$ cat src/rtl/chess_pkg.sv
// Shared chess encodings: piece codes, bus field offsets and sequencer state encoding.
package chess_pkg;

  localparam int SQ_W       = 6;
  localparam int PIECE_W    = 4;
  localparam int COLOUR_BIT = 3;

  localparam logic [2:0] EMPTY  = 3'd0;
  localparam logic [2:0] PAWN   = 3'd1;
  localparam logic [2:0] KNIGHT = 3'd2;
  localparam logic [2:0] BISHOP = 3'd3;
  localparam logic [2:0] ROOK   = 3'd4;
  localparam logic [2:0] QUEEN  = 3'd5;
  localparam logic [2:0] KING   = 3'd6;

  // moveData = {turn, from, to, chk_req}
  localparam int MD_CHK  = 0;
  localparam int MD_TO   = 1;
  localparam int MD_FROM = 7;
  localparam int MD_TURN = 13;

  // changePiece = {we, square, piece}
  localparam int CP_PIECE = 0;
  localparam int CP_SQ    = 4;
  localparam int CP_WE    = 10;

  typedef enum logic [2:0] {
    S_IDLE   = 3'd0,
    S_CHECK  = 3'd1,
    S_WR_DST = 3'd2,
    S_WR_SRC = 3'd3,
    S_COMMIT = 3'd4,
    S_REJECT = 3'd5,
    S_OVER   = 3'd6
  } state_t;

endpackage

$ cat src/rtl/move_precheck.sv
// Cheap legality screen done at accept time, plus promotion and king-capture flags.
module move_precheck
  import chess_pkg::*;
(
  input  logic [5:0] sq_from,
  input  logic [5:0] sq_to,
  input  logic [3:0] src,
  input  logic [3:0] dst,
  input  logic       turn,
  output logic       ok,
  output logic       promote,
  output logic       king_cap
);

  logic src_empty;
  logic dst_empty;

  assign src_empty = (src[2:0] == EMPTY);
  assign dst_empty = (dst[2:0] == EMPTY);

  assign ok = (sq_from != sq_to) && !src_empty && (src[COLOUR_BIT] == turn) &&
              (dst_empty || (dst[COLOUR_BIT] != turn));

  // white promotes on rank 7, black on rank 0
  assign promote  = (src[2:0] == PAWN) &&
                    (src[COLOUR_BIT] ? (sq_to[5:3] == 3'd0) : (sq_to[5:3] == 3'd7));
  assign king_cap = (dst[2:0] == KING);

endmodule

$ cat src/rtl/move_sequencer.sv
// Turn/commit controller: screens a move, asks checkAllow, then writes dst and src squares.
//
// state    | meaning
// IDLE     | ready for a request, move_ready high
// CHECK    | moveData presented with chk_req for CHECK_LAT cycles
// WR_DST   | destination square written (promotion applied)
// WR_SRC   | source square cleared
// COMMIT   | move_done pulse, count and turn advance
// REJECT   | move_reject pulse
// OVER     | king captured, locked until reset
module move_sequencer
  import chess_pkg::*;
#(
  parameter int         CHECK_LAT  = 4,
  parameter int         MOVE_CNT_W = 10,
  parameter logic [2:0] PROMO_TYPE = 3'd5
) (
  input  logic                  clk,
  input  logic                  reset,
  input  logic [255:0]          board_in,
  input  logic                  move_valid,
  input  logic [5:0]            move_from,
  input  logic [5:0]            move_to,
  output logic                  move_ready,
  input  logic                  allowMove,
  output logic [13:0]           moveData,
  output logic [10:0]           changePiece,
  output logic                  move_done,
  output logic                  move_reject,
  output logic [MOVE_CNT_W-1:0] move_count,
  output logic                  game_over
);

  localparam int                TMR_W    = (CHECK_LAT > 1) ? $clog2(CHECK_LAT) : 1;
  localparam logic [TMR_W-1:0]  TMR_LOAD = TMR_W'(CHECK_LAT - 1);

  state_t              state;
  logic                turn;
  logic [SQ_W-1:0]     from_q;
  logic [SQ_W-1:0]     to_q;
  logic [PIECE_W-1:0]  src_q;
  logic                promote_q;
  logic                king_cap_q;
  logic [TMR_W-1:0]    tmr;
  logic                chk_req;
  logic                we_q;
  logic [SQ_W-1:0]     sq_q;
  logic [PIECE_W-1:0]  piece_q;

  logic [PIECE_W-1:0]  src_live;
  logic [PIECE_W-1:0]  dst_live;
  logic                pre_ok;
  logic                pre_promote;
  logic                pre_king_cap;

  assign src_live = board_in[{move_from, 2'b00} +: PIECE_W];
  assign dst_live = board_in[{move_to, 2'b00} +: PIECE_W];

  move_precheck u_precheck (
    .sq_from  (move_from),
    .sq_to    (move_to),
    .src      (src_live),
    .dst      (dst_live),
    .turn     (turn),
    .ok       (pre_ok),
    .promote  (pre_promote),
    .king_cap (pre_king_cap)
  );

  assign moveData[MD_TURN]           = turn;
  assign moveData[MD_FROM +: SQ_W]   = from_q;
  assign moveData[MD_TO +: SQ_W]     = to_q;
  assign moveData[MD_CHK]            = chk_req;

  assign changePiece[CP_WE]             = we_q;
  assign changePiece[CP_SQ +: SQ_W]     = sq_q;
  assign changePiece[CP_PIECE +: PIECE_W] = piece_q;

  always_ff @(posedge clk or negedge reset) begin
    if (!reset) begin
      state       <= S_IDLE;
      turn        <= 1'b0;
      from_q      <= '0;
      to_q        <= '0;
      src_q       <= '0;
      promote_q   <= 1'b0;
      king_cap_q  <= 1'b0;
      tmr         <= '0;
      chk_req     <= 1'b0;
      we_q        <= 1'b0;
      sq_q        <= '0;
      piece_q     <= '0;
      move_ready  <= 1'b1;
      move_done   <= 1'b0;
      move_reject <= 1'b0;
      move_count  <= '0;
      game_over   <= 1'b0;
    end else begin
      move_done   <= 1'b0;
      move_reject <= 1'b0;
      chk_req     <= 1'b0;
      we_q        <= 1'b0;
      sq_q        <= '0;
      piece_q     <= '0;
      case (state)
        S_IDLE: begin
          if (move_valid) begin
            from_q     <= move_from;
            to_q       <= move_to;
            src_q      <= src_live;
            promote_q  <= pre_promote;
            king_cap_q <= pre_king_cap;
            move_ready <= 1'b0;
            if (pre_ok) begin
              state   <= S_CHECK;
              chk_req <= 1'b1;
              tmr     <= TMR_LOAD;
            end else begin
              state       <= S_REJECT;
              move_reject <= 1'b1;
            end
          end
        end
        S_CHECK: begin
          if (tmr == '0) begin
            if (allowMove) begin
              state   <= S_WR_DST;
              we_q    <= 1'b1;
              sq_q    <= to_q;
              piece_q <= promote_q ? {src_q[COLOUR_BIT], PROMO_TYPE} : src_q;
            end else begin
              state       <= S_REJECT;
              move_reject <= 1'b1;
            end
          end else begin
            tmr     <= tmr - TMR_W'(1);
            chk_req <= 1'b1;
          end
        end
        S_WR_DST: begin
          state <= S_WR_SRC;
          we_q  <= 1'b1;
          sq_q  <= from_q;
        end
        S_WR_SRC: begin
          state      <= S_COMMIT;
          move_done  <= 1'b1;
          move_count <= move_count + MOVE_CNT_W'(1);
          turn       <= ~turn;
          if (king_cap_q) game_over <= 1'b1;
        end
        S_COMMIT: begin
          if (king_cap_q) begin
            state <= S_OVER;
          end else begin
            state      <= S_IDLE;
            move_ready <= 1'b1;
          end
        end
        S_REJECT: begin
          state      <= S_IDLE;
          move_ready <= 1'b1;
        end
        S_OVER: state <= S_OVER;
        default: begin
          state      <= S_IDLE;
          move_ready <= 1'b1;
        end
      endcase
    end
  end

endmodule

$ cat config.mk
export PLATFORM = sky130hd
export DESIGN_NAME = move_sequencer
export DESIGN_NICKNAME = d
export VERILOG_FILES = /design/src/rtl/chess_pkg.sv /design/src/rtl/move_precheck.sv /design/src/rtl/move_sequencer.sv
export SDC_FILE = /design/constraint.sdc
export NUM_CORES = 1
export LEC_CHECK = 0
export ABC_CLOCK_PERIOD_IN_PS = 2009
export CORE_MARGIN = 10
export CORE_UTILIZATION = 35
export DETAILED_ROUTE_END_ITERATION = 10
export PLACE_DENSITY = 0.75
export SYNTH_ARGS = -nofsm -noshare
export SYNTH_HDL_FRONTEND = slang
export SYNTH_SLANG_ARGS = --single-unit
$ cat constraint.sdc
create_clock -name clk -period 2.01 [get_ports clk]
set_input_delay 0.603 -clock clk [delete_from_list [all_inputs] [get_ports clk]]
set_output_delay 0.603 -clock clk [all_outputs]
set_load 0.02 [all_outputs]
==> results of run 1 <==
synthesized netlist by cell type, drive strengths merged (9+ instances only):
cell    count
nor2       22
nand3      22
mux2i      42
xor2        9
a22oi      14
xnor2       9
mux4      118
a22o       13
buf        40
nand2      40
clkbuf     22
a21oi      11
and3       13
dfrtp      49
o21ai      15
nor2b      13
mux2       13
nand2b     11
routing by layer:
layer	part of all wire [%]	global-route usage (%)	wire (µm)
met1	36	25.7	10900
met2	52	43.0	15900
met3	9.1	7.21	2760
met4	2.7	6.97	826
met5	0	0	0
power by group through the flow:
stage          combinational (µW)  clock, µW  sequential [µW]
2_1_floorplan                1680          0             1810
3_5_place_dp                 3540          0             1680
3_3_place_gp                 3470          0             1650
6_report                     3680        980             1670
5_1_grt                      3920       1040             1710
4_1_cts                      3650        991             1660
stage by stage:
| stage | std cells | cell area [µm²] | total power [µW] |
|---|---|---|---|
| after CTS | 1162 | 10900 | 6300 |
| after global routing | 1175 | 11100 | 6670 |
| final | 1176 | 11100 | 6330 |
| after global placement | 1144 | 10500 | 5130 |
| after detailed placement | 1144 | 10500 | 5210 |
| after floorplan | 561 | 6650 | 3490 |
timing repair:
item,CTS,global route
gates resized for setup,207,30
setup endpoints to repair,12,11
pin swaps,40,22
setup buffers,11,9
cloned,2,0
flip-flops by register name, summed over array words and instances, names as in the netlist, 2 cells and up:
register and flops:
state 3, from_q 6, to_q 6, src_q 4
piece_q 4, move_count 10, sq_q 6, tmr 2
final cells by class:
class,instances,share of cell area (%)
Antenna cell,5,0.112
Clock buffer,7,1.28
Clock inverter,1,0.270
Inverter,7,0.236
Multi-Input combinational cell,442,46.9
Sequential cell,50,11.2
Tap cell,229,2.57
Timing Repair Buffer,435,37.3
cell families (layout without fill, tap and decap cells):
| family | count (synthesis) | after routing | synth area share [%] |
|---|---|---|---|
| multiplexers | 173 | 173 | 49.6 |
| XOR/XNOR | 18 | 18 | 2.41 |
| buffers and inverters | 69 | 450 | 5.56 |
| other | 0 | 5 | 0 |
| flip-flops | 50 | 50 | 19.1 |
| adder cells (fa/ha/maj) | 2 | 2 | 0.382 |
| AND/OR/NAND/NOR | 148 | 148 | 11.5 |
| AO/OA/AOI/OAI | 101 | 101 | 11.4 |
worst max path at each step:
| stage | start | to | slack, ns | cells past startpoint |
|---|---|---|---|---|
| floorplan | move_from[0] | move_reject | -0.71 | 9 |
| global placement | board_in[254] | move_reject | -1.22 | 10 |
| global route | board_in[215] | state[2] | -0.66 | 9 |
| CTS | move_from[0] | promote_q | -0.59 | 12 |
| detailed placement | board_in[214] | state[2] | -1.29 | 10 |
| finish | move_from[0] | promote_q | -0.57 | 12 |
worst max-delay path: cells and delay by family:
| family | cells | cell delay, ns |
|---|---|---|
| mux | 1 | 0.51 |
| compound gates | 5 | 1.00 |
| buf+inv | 5 | 0.58 |
| simple gates | 1 | 0.07 |
==> impl_metrics.prom, run 1 <==
# TYPE chip_impl_metric gauge
chip_impl_metric{name="cp_max_fo",unit=""} 7
chip_impl_metric{name="power.internal",unit="µW"} 4020
chip_impl_metric{name="grt_overflow_total",unit=""} 0
chip_impl_metric{name="io-pin-count",unit=""} 311
chip_impl_metric{name="final_number_of_max_transition_violations",unit=""} 0
chip_impl_metric{name="synthesis.yosys.warnings",unit=""} 0
chip_impl_metric{name="critical-path-max-stage-delay",unit="ns"} 0.51
chip_impl_metric{name="finish.utilization",unit="%"} 61.2
chip_impl_info{name="synth_top_area_cell",value="mux4_2"} 1
chip_impl_info{name="r2r_start",value="state[0]"} 1
chip_impl_metric{name="synth.ff_latch_count",unit=""} 50
chip_impl_metric{name="ys_types",unit=""} 59
chip_impl_info{name="critPathMostFrequentCell",value="buf_12"} 1
chip_impl_info{name="worst_setup_path_end_kind",value="register"} 1
chip_impl_info{name="worstPathCellList",value="buf_12 -> buf_12 -> buf_12 -> buf_6 -> mux4_2 -> a22o_1 -> a311oi_2 -> a41oi_2 -> a21oi_2 -> buf_4 -> nand3b_1 -> o31ai_1"} 1
chip_impl_metric{name="netlist.area_leader.share",unit="%"} 38.5
chip_impl_metric{name="layout.filler_cells",unit=""} 1503
chip_impl_metric{name="worst_hold_slack",unit="ns"} 0.295
chip_impl_metric{name="gp_congestion",unit=""} 0.925
chip_impl_metric{name="cts.sink_count",unit=""} 50
chip_impl_metric{name="clkLatencyLatePin",unit="ns"} 0.29
chip_impl_metric{name="nets",unit=""} 1215
chip_impl_info{name="critical_path_class",value="input port to register"} 1
chip_impl_metric{name="floorplan.core_area",unit="µm²"} 18200
chip_impl_info{name="cp-start-kind",value="input port"} 1
chip_impl_metric{name="core.rowCount",unit=""} 49
chip_impl_metric{name="grt_start_max_net_pins",unit=""} 51
chip_impl_metric{name="arrival",unit="ns"} 2.77
chip_impl_info{name="regToRegEndpoint",value="piece_q[1]"} 1
chip_impl_metric{name="grt_pass1_wl",unit="µm"} 44600
chip_impl_info{name="clock_root_cell",value="clkbuf_16"} 1
chip_impl_metric{name="synthArstFlopShare",unit="%"} 100
chip_impl_info{name="synthTopCellsByArea",value="mux4_2 39%, dfrtp_1 19%, mux2i_1 6.4%"} 1
chip_impl_metric{name="r2r_slack",unit="ns"} 0.33
chip_impl_metric{name="multi_input_comb_area",unit="µm²"} 5230
chip_impl_metric{name="hold_viol",unit=""} 0
chip_impl_metric{name="dieWidth",unit="µm"} 157
chip_impl_info{name="cpMaxStageDelayCell",value="mux4_2"} 1
chip_impl_metric{name="avgViaCountPerCell",unit=""} 5.87
chip_impl_metric{name="drt_wl_cell",unit="µm"} 25.8
chip_impl_metric{name="timing.fmax",unit="MHz"} 387
chip_impl_info{name="setup_repair_after_global_routing_missed_its_margin",value="yes"} 1
chip_impl_metric{name="worst_slew_margin_rel",unit="%"} 43.2
chip_impl_metric{name="timing.setup.tns",unit="ns"} -5.01
chip_impl_metric{name="power_switching",unit="µW"} 2310
chip_impl_metric{name="post-route-worst-setup-slack",unit="ns"} -0.573
chip_impl_metric{name="pwr_density_cell",unit="nW/µm²"} 568
chip_impl_metric{name="tritoncts.num_buffers",unit=""} 5
chip_impl_info{name="leading_cell_type_in_the_layout_fill_and_taps_excluded",value="clkdlybuf4s50_1"} 1
chip_impl_metric{name="antenna_found_initial",unit=""} 4
chip_impl_metric{name="syn_nets",unit=""} 835
chip_impl_metric{name="drv.max_cap_violation_count",unit=""} 0
chip_impl_metric{name="ir_worst_vdd",unit="µV"} 358
chip_impl_metric{name="port_buffers",unit=""} 310
chip_impl_metric{name="synth_cells",unit=""} 561
chip_impl_metric{name="drive_above_1_share",unit="%"} 35.9
chip_impl_metric{name="initial_utilization",unit="%"} 36.0
chip_impl_metric{name="p_comb_share",unit="%"} 58.2
chip_impl_metric{name="cp.required",unit="ns"} 2.20
chip_impl_info{name="tritoncts",value="yes"} 1
chip_impl_metric{name="drt_iter0_markers",unit=""} 493
chip_impl_metric{name="grt.total_usage",unit="%"} 23.6
chip_impl_metric{name="power.switching_fraction",unit="%"} 36.6
chip_impl_metric{name="syn_avg_cell_area",unit="µm²"} 11.7
chip_impl_info{name="failing_checks",value="setup timing"} 1
chip_impl_metric{name="ctsHoldBuffers",unit=""} 0
chip_impl_metric{name="cts_max_path_buffers",unit=""} 2
chip_impl_metric{name="drt_pre_antenna_iters",unit=""} 5
chip_impl_metric{name="synth_edf_count",unit=""} 0
chip_impl_info{name="outcome",value="finished, violations left"} 1
chip_impl_metric{name="layout_worst_path_cycle_share",unit="%"} 129
chip_impl_metric{name="power.sequential.fraction",unit="%"} 26.3
chip_impl_metric{name="hpwlAfterDp",unit="µm"} 25500
chip_impl_metric{name="grt_pass1_vias",unit=""} 7594
chip_impl_metric{name="route.final.wire_length",unit="µm"} 30400
chip_impl_metric{name="report.final.setup_viol",unit=""} 11
chip_impl_info{name="synth_ff_type",value="dfrtp_1"} 1
chip_impl_metric{name="clock-skew-final",unit="ns"} 0.00713
chip_impl_metric{name="area_growth",unit="%"} 70.0
chip_impl_metric{name="seq_area",unit="µm²"} 1250
chip_impl_metric{name="route.detailed.drc",unit=""} 0
chip_impl_metric{name="timing.reg2reg.worst_path_depth",unit=""} 3
chip_impl_metric{name="clk_pin_slew_worst_paths",unit="ns"} 0.07
chip_impl_metric{name="chipHeight",unit="µm"} 157
chip_impl_metric{name="netlist_area_before_placement",unit="µm²"} 6550
chip_impl_metric{name="worst-slew-pin-transition",unit="ns"} 0.850
chip_impl_info{name="most_frequent_cells_in_the_layout",value="194 x clkdlybuf4s50_1, 116 x mux4_2, 102 x buf_4"} 1
chip_impl_metric{name="number_of_vias_after_detailed_routing",unit=""} 6907
chip_impl_metric{name="dp_worst_setup_slack",unit="ns"} -1.29
chip_impl_metric{name="pwr-share-clk",unit="%"} 15.5
chip_impl_info{name="min_path_type",value="input port to async pin"} 1
chip_impl_metric{name="drt.antenna.violating_nets",unit=""} 0
chip_impl_metric{name="cts_max_level",unit=""} 2
chip_impl_metric{name="synth-seq-area-share",unit="%"} 19.1
chip_impl_metric{name="timing.final.crit_period",unit="ns"} 2.58
chip_impl_metric{name="power.static_leakage",unit="µW"} 0.00462
chip_impl_metric{name="dieArea",unit="µm²"} 24600
No activity file was read; power rests on OpenSTA's default activity.
==> run 2, diff against run 1 <==
--- a/config.mk
+++ b/config.mk
@@ -6,7 +6,7 @@
 export NUM_CORES = 1
 export LEC_CHECK = 0
 export ABC_CLOCK_PERIOD_IN_PS = 2009
-export CORE_MARGIN = 10
+export CORE_MARGIN = 3
 export CORE_UTILIZATION = 35
 export DETAILED_ROUTE_END_ITERATION = 10
 export PLACE_DENSITY = 0.75
==> run 2 against run 1 <==
Compared with the run above:
- utilization is 2.1 points higher
- via count is 0.71% higher
- die area is 17% lower
- sequential cell count stayed put
- clock power is 2.1% lower
- the flow still finishes with violations (setup timing)
- global-route usage is 2.1 points higher
- critical endpoint is now tmr[0]
==> impl_metrics.prom, run 2 (synthesis results as in run 1) <==
# TYPE chip_impl_metric gauge
chip_impl_metric{name="timing.fmax",unit="MHz"} 371
chip_impl_info{name="leading_cell_type_in_the_layout_fill_and_taps_excluded",value="clkdlybuf4s50_1"} 1
chip_impl_info{name="dr.max_layer_used",value="met5"} 1
chip_impl_metric{name="cp.required",unit="ns"} 2.22
chip_impl_metric{name="report.final.setup_viol",unit=""} 11
chip_impl_metric{name="floorplan.core_area",unit="µm²"} 18100
chip_impl_metric{name="layout.filler_cells",unit=""} 1432
chip_impl_info{name="worstPathCellList",value="buf_12 -> buf_6 -> buf_4 -> mux4_2 -> a2111oi_4 -> a311o_1 -> mux2i_1 -> and3_4 -> nand4_1 -> a21oi_2"} 1
chip_impl_info{name="worst_setup_path_end_kind",value="register"} 1
chip_impl_metric{name="p_total",unit="µW"} 6450
chip_impl_metric{name="timing.final.crit_period",unit="ns"} 2.69
chip_impl_metric{name="power.switching_fraction",unit="%"} 36.3
chip_impl_metric{name="multi_input_comb_area",unit="µm²"} 5300
chip_impl_metric{name="drt.antenna.violating_nets",unit=""} 0
chip_impl_metric{name="core.rowCount",unit=""} 49
chip_impl_metric{name="pwr-share-clk",unit="%"} 14.9
chip_impl_info{name="cp-start-kind",value="input port"} 1
chip_impl_metric{name="drt_iter0_markers",unit=""} 331
chip_impl_metric{name="power_switching",unit="µW"} 2340
chip_impl_metric{name="cp_max_fo",unit=""} 5
chip_impl_metric{name="dp_worst_setup_slack",unit="ns"} -1.35
chip_impl_metric{name="worst-slew-pin-transition",unit="ns"} 0.853
chip_impl_info{name="min_path_type",value="input port to async pin"} 1
chip_impl_metric{name="area_growth",unit="%"} 75.2
chip_impl_metric{name="power.internal",unit="µW"} 4110
chip_impl_metric{name="grt_start_max_net_pins",unit=""} 51
chip_impl_metric{name="arrival",unit="ns"} 2.90
chip_impl_metric{name="number_of_vias_after_detailed_routing",unit=""} 6956
chip_impl_metric{name="hpwlAfterDp",unit="µm"} 22500
chip_impl_metric{name="gp_congestion",unit=""} 0.956
chip_impl_metric{name="wl_met1",unit="µm"} 10200
chip_impl_info{name="critical_path_class",value="input port to register"} 1
chip_impl_metric{name="dieArea",unit="µm²"} 20400
chip_impl_metric{name="final_number_of_max_transition_violations",unit=""} 0
chip_impl_metric{name="nets",unit=""} 1234
chip_impl_metric{name="port_buffers",unit=""} 310
chip_impl_metric{name="grt.total_usage",unit="%"} 25.7
chip_impl_metric{name="avgViaCountPerCell",unit=""} 5.83
chip_impl_metric{name="ir_worst_vdd",unit="µV"} 437
chip_impl_metric{name="initial_utilization",unit="%"} 36.1
chip_impl_metric{name="drive_above_1_share",unit="%"} 37.5
chip_impl_metric{name="largest_reg_flops",unit=""} 10
chip_impl_metric{name="dieWidth",unit="µm"} 143
chip_impl_metric{name="grt_overflow_total",unit=""} 0
chip_impl_metric{name="layout_worst_path_cycle_share",unit="%"} 134
chip_impl_metric{name="routed_length_on_met3",unit="µm"} 1750
chip_impl_info{name="outcome",value="finished, violations left"} 1
chip_impl_metric{name="grt_pass1_vias",unit=""} 7334
chip_impl_metric{name="drt_pre_antenna_iters",unit=""} 5
chip_impl_metric{name="cts.sink_count",unit=""} 50
chip_impl_metric{name="chipHeight",unit="µm"} 143
chip_impl_metric{name="pwr_density_cell",unit="nW/µm²"} 563
chip_impl_info{name="clock_root_cell",value="clkbuf_16"} 1
chip_impl_info{name="largest_register",value="move_count"} 1
chip_impl_metric{name="seq_area",unit="µm²"} 1250
chip_impl_metric{name="clk_pin_slew_worst_paths",unit="ns"} 0.06
chip_impl_metric{name="critical-path-max-stage-delay",unit="ns"} 0.54
chip_impl_metric{name="route.detailed.drc",unit=""} 0
chip_impl_metric{name="clock-skew-final",unit="ns"} 0.00624
chip_impl_metric{name="cts_max_path_buffers",unit=""} 2
chip_impl_metric{name="cts_max_level",unit=""} 2
chip_impl_metric{name="r2r_slack",unit="ns"} 0.35
chip_impl_info{name="tritoncts",value="yes"} 1
chip_impl_metric{name="drt_wl_cell",unit="µm"} 23.3
chip_impl_metric{name="antenna_found_initial",unit=""} 3
chip_impl_metric{name="power.sequential.fraction",unit="%"} 25.7
chip_impl_metric{name="power.static_leakage",unit="µW"} 0.00482
chip_impl_metric{name="dr_wl_met2",unit="µm"} 14800
chip_impl_metric{name="clkLatencyLatePin",unit="ns"} 0.28
chip_impl_metric{name="drv.max_cap_violation_count",unit=""} 0
chip_impl_info{name="setup_repair_after_global_routing_missed_its_margin",value="yes"} 1
chip_impl_metric{name="grt_pass1_wl",unit="µm"} 40500
chip_impl_info{name="failing_checks",value="setup timing"} 1
chip_impl_metric{name="timing.setup.tns",unit="ns"} -5.10
chip_impl_info{name="most_frequent_cells_in_the_layout",value="185 x clkdlybuf4s50_1, 116 x mux4_2, 111 x buf_4"} 1
chip_impl_metric{name="post-route-worst-setup-slack",unit="ns"} -0.684
chip_impl_metric{name="route.final.wire_length",unit="µm"} 27800
chip_impl_info{name="cpMaxStageDelayCell",value="mux4_2"} 1
chip_impl_metric{name="tritoncts.num_buffers",unit=""} 5
chip_impl_metric{name="hold_viol",unit=""} 0
chip_impl_metric{name="io-pin-count",unit=""} 311
chip_impl_metric{name="p_comb_share",unit="%"} 59.4
chip_impl_metric{name="worst_slew_margin_rel",unit="%"} 43.0
[run 2: per-stage QoR]
step / std cells / hold WS, ns / util, % / area, µm²
after floorplan: 561 / 0.307 / - / 6650
after global placement: 1144 / 0.455 / 58.1 / 10500
after detailed placement: 1144 / 0.471 / 58.1 / 10500
after CTS: 1167 / 0.307 / 61.0 / 11100
after global routing: 1192 / 0.318 / 63.2 / 11500
final: 1193 / 0.292 / 63.2 / 11500
[run 2: routing by layer]
metal	vias to the layer above	global-route usage [%]
met5	-	0
li1	3109	-
met3	69	4.76
met2	320	46.9
met4	2	8.80
met1	3456	30.2
[run 2: power groups by stage]
stage / Sequential [µW] / Combinational, µW / Clock, µW
2_1_floorplan: 1810 / 1680 / 0
3_3_place_gp: 1660 / 3450 / 0
3_5_place_dp: 1680 / 3520 / 0
4_1_cts: 1660 / 3680 / 979
5_1_grt: 1710 / 4090 / 1030
6_report: 1660 / 3830 / 959
[run 2: final timing paths]
path | end | cells past startpoint | from
max in group asynchronous | move_ready | 2 | reset
min in group clk | move_count[9] | 1 | move_count[9]
min reg2reg | move_count[9] | 1 | move_count[9]
max reg2reg | tmr[0] | 6 | turn
max | tmr[0] | 10 | move_from[0]
min | state[0] | 2 | reset
[run 2: critical path, delay by kind of cell]
family | cells | cell delay (ns)
mux | 2 | 0.75
buf+inv | 3 | 0.32
simple gates | 2 | 0.42
compound gates | 3 | 0.80
[run 2: what timing repair did]
action	in CTS	in global routing
gates resized for setup	230	48
pin swaps	41	34
setup buffers	15	23
setup endpoints to repair	12	11
gates cloned	3	2
hold buffers	0	0
[run 2: cell type report]
type,count,share of cell area [%]
timing repair buffer,454,38.6
clock buffer,7,1.24
tap,229,2.50
antenna,3,0.0654
sequential,50,10.9
clock inverter,1,0.262
inverter,7,0.229
multi-input combinational,442,46.2
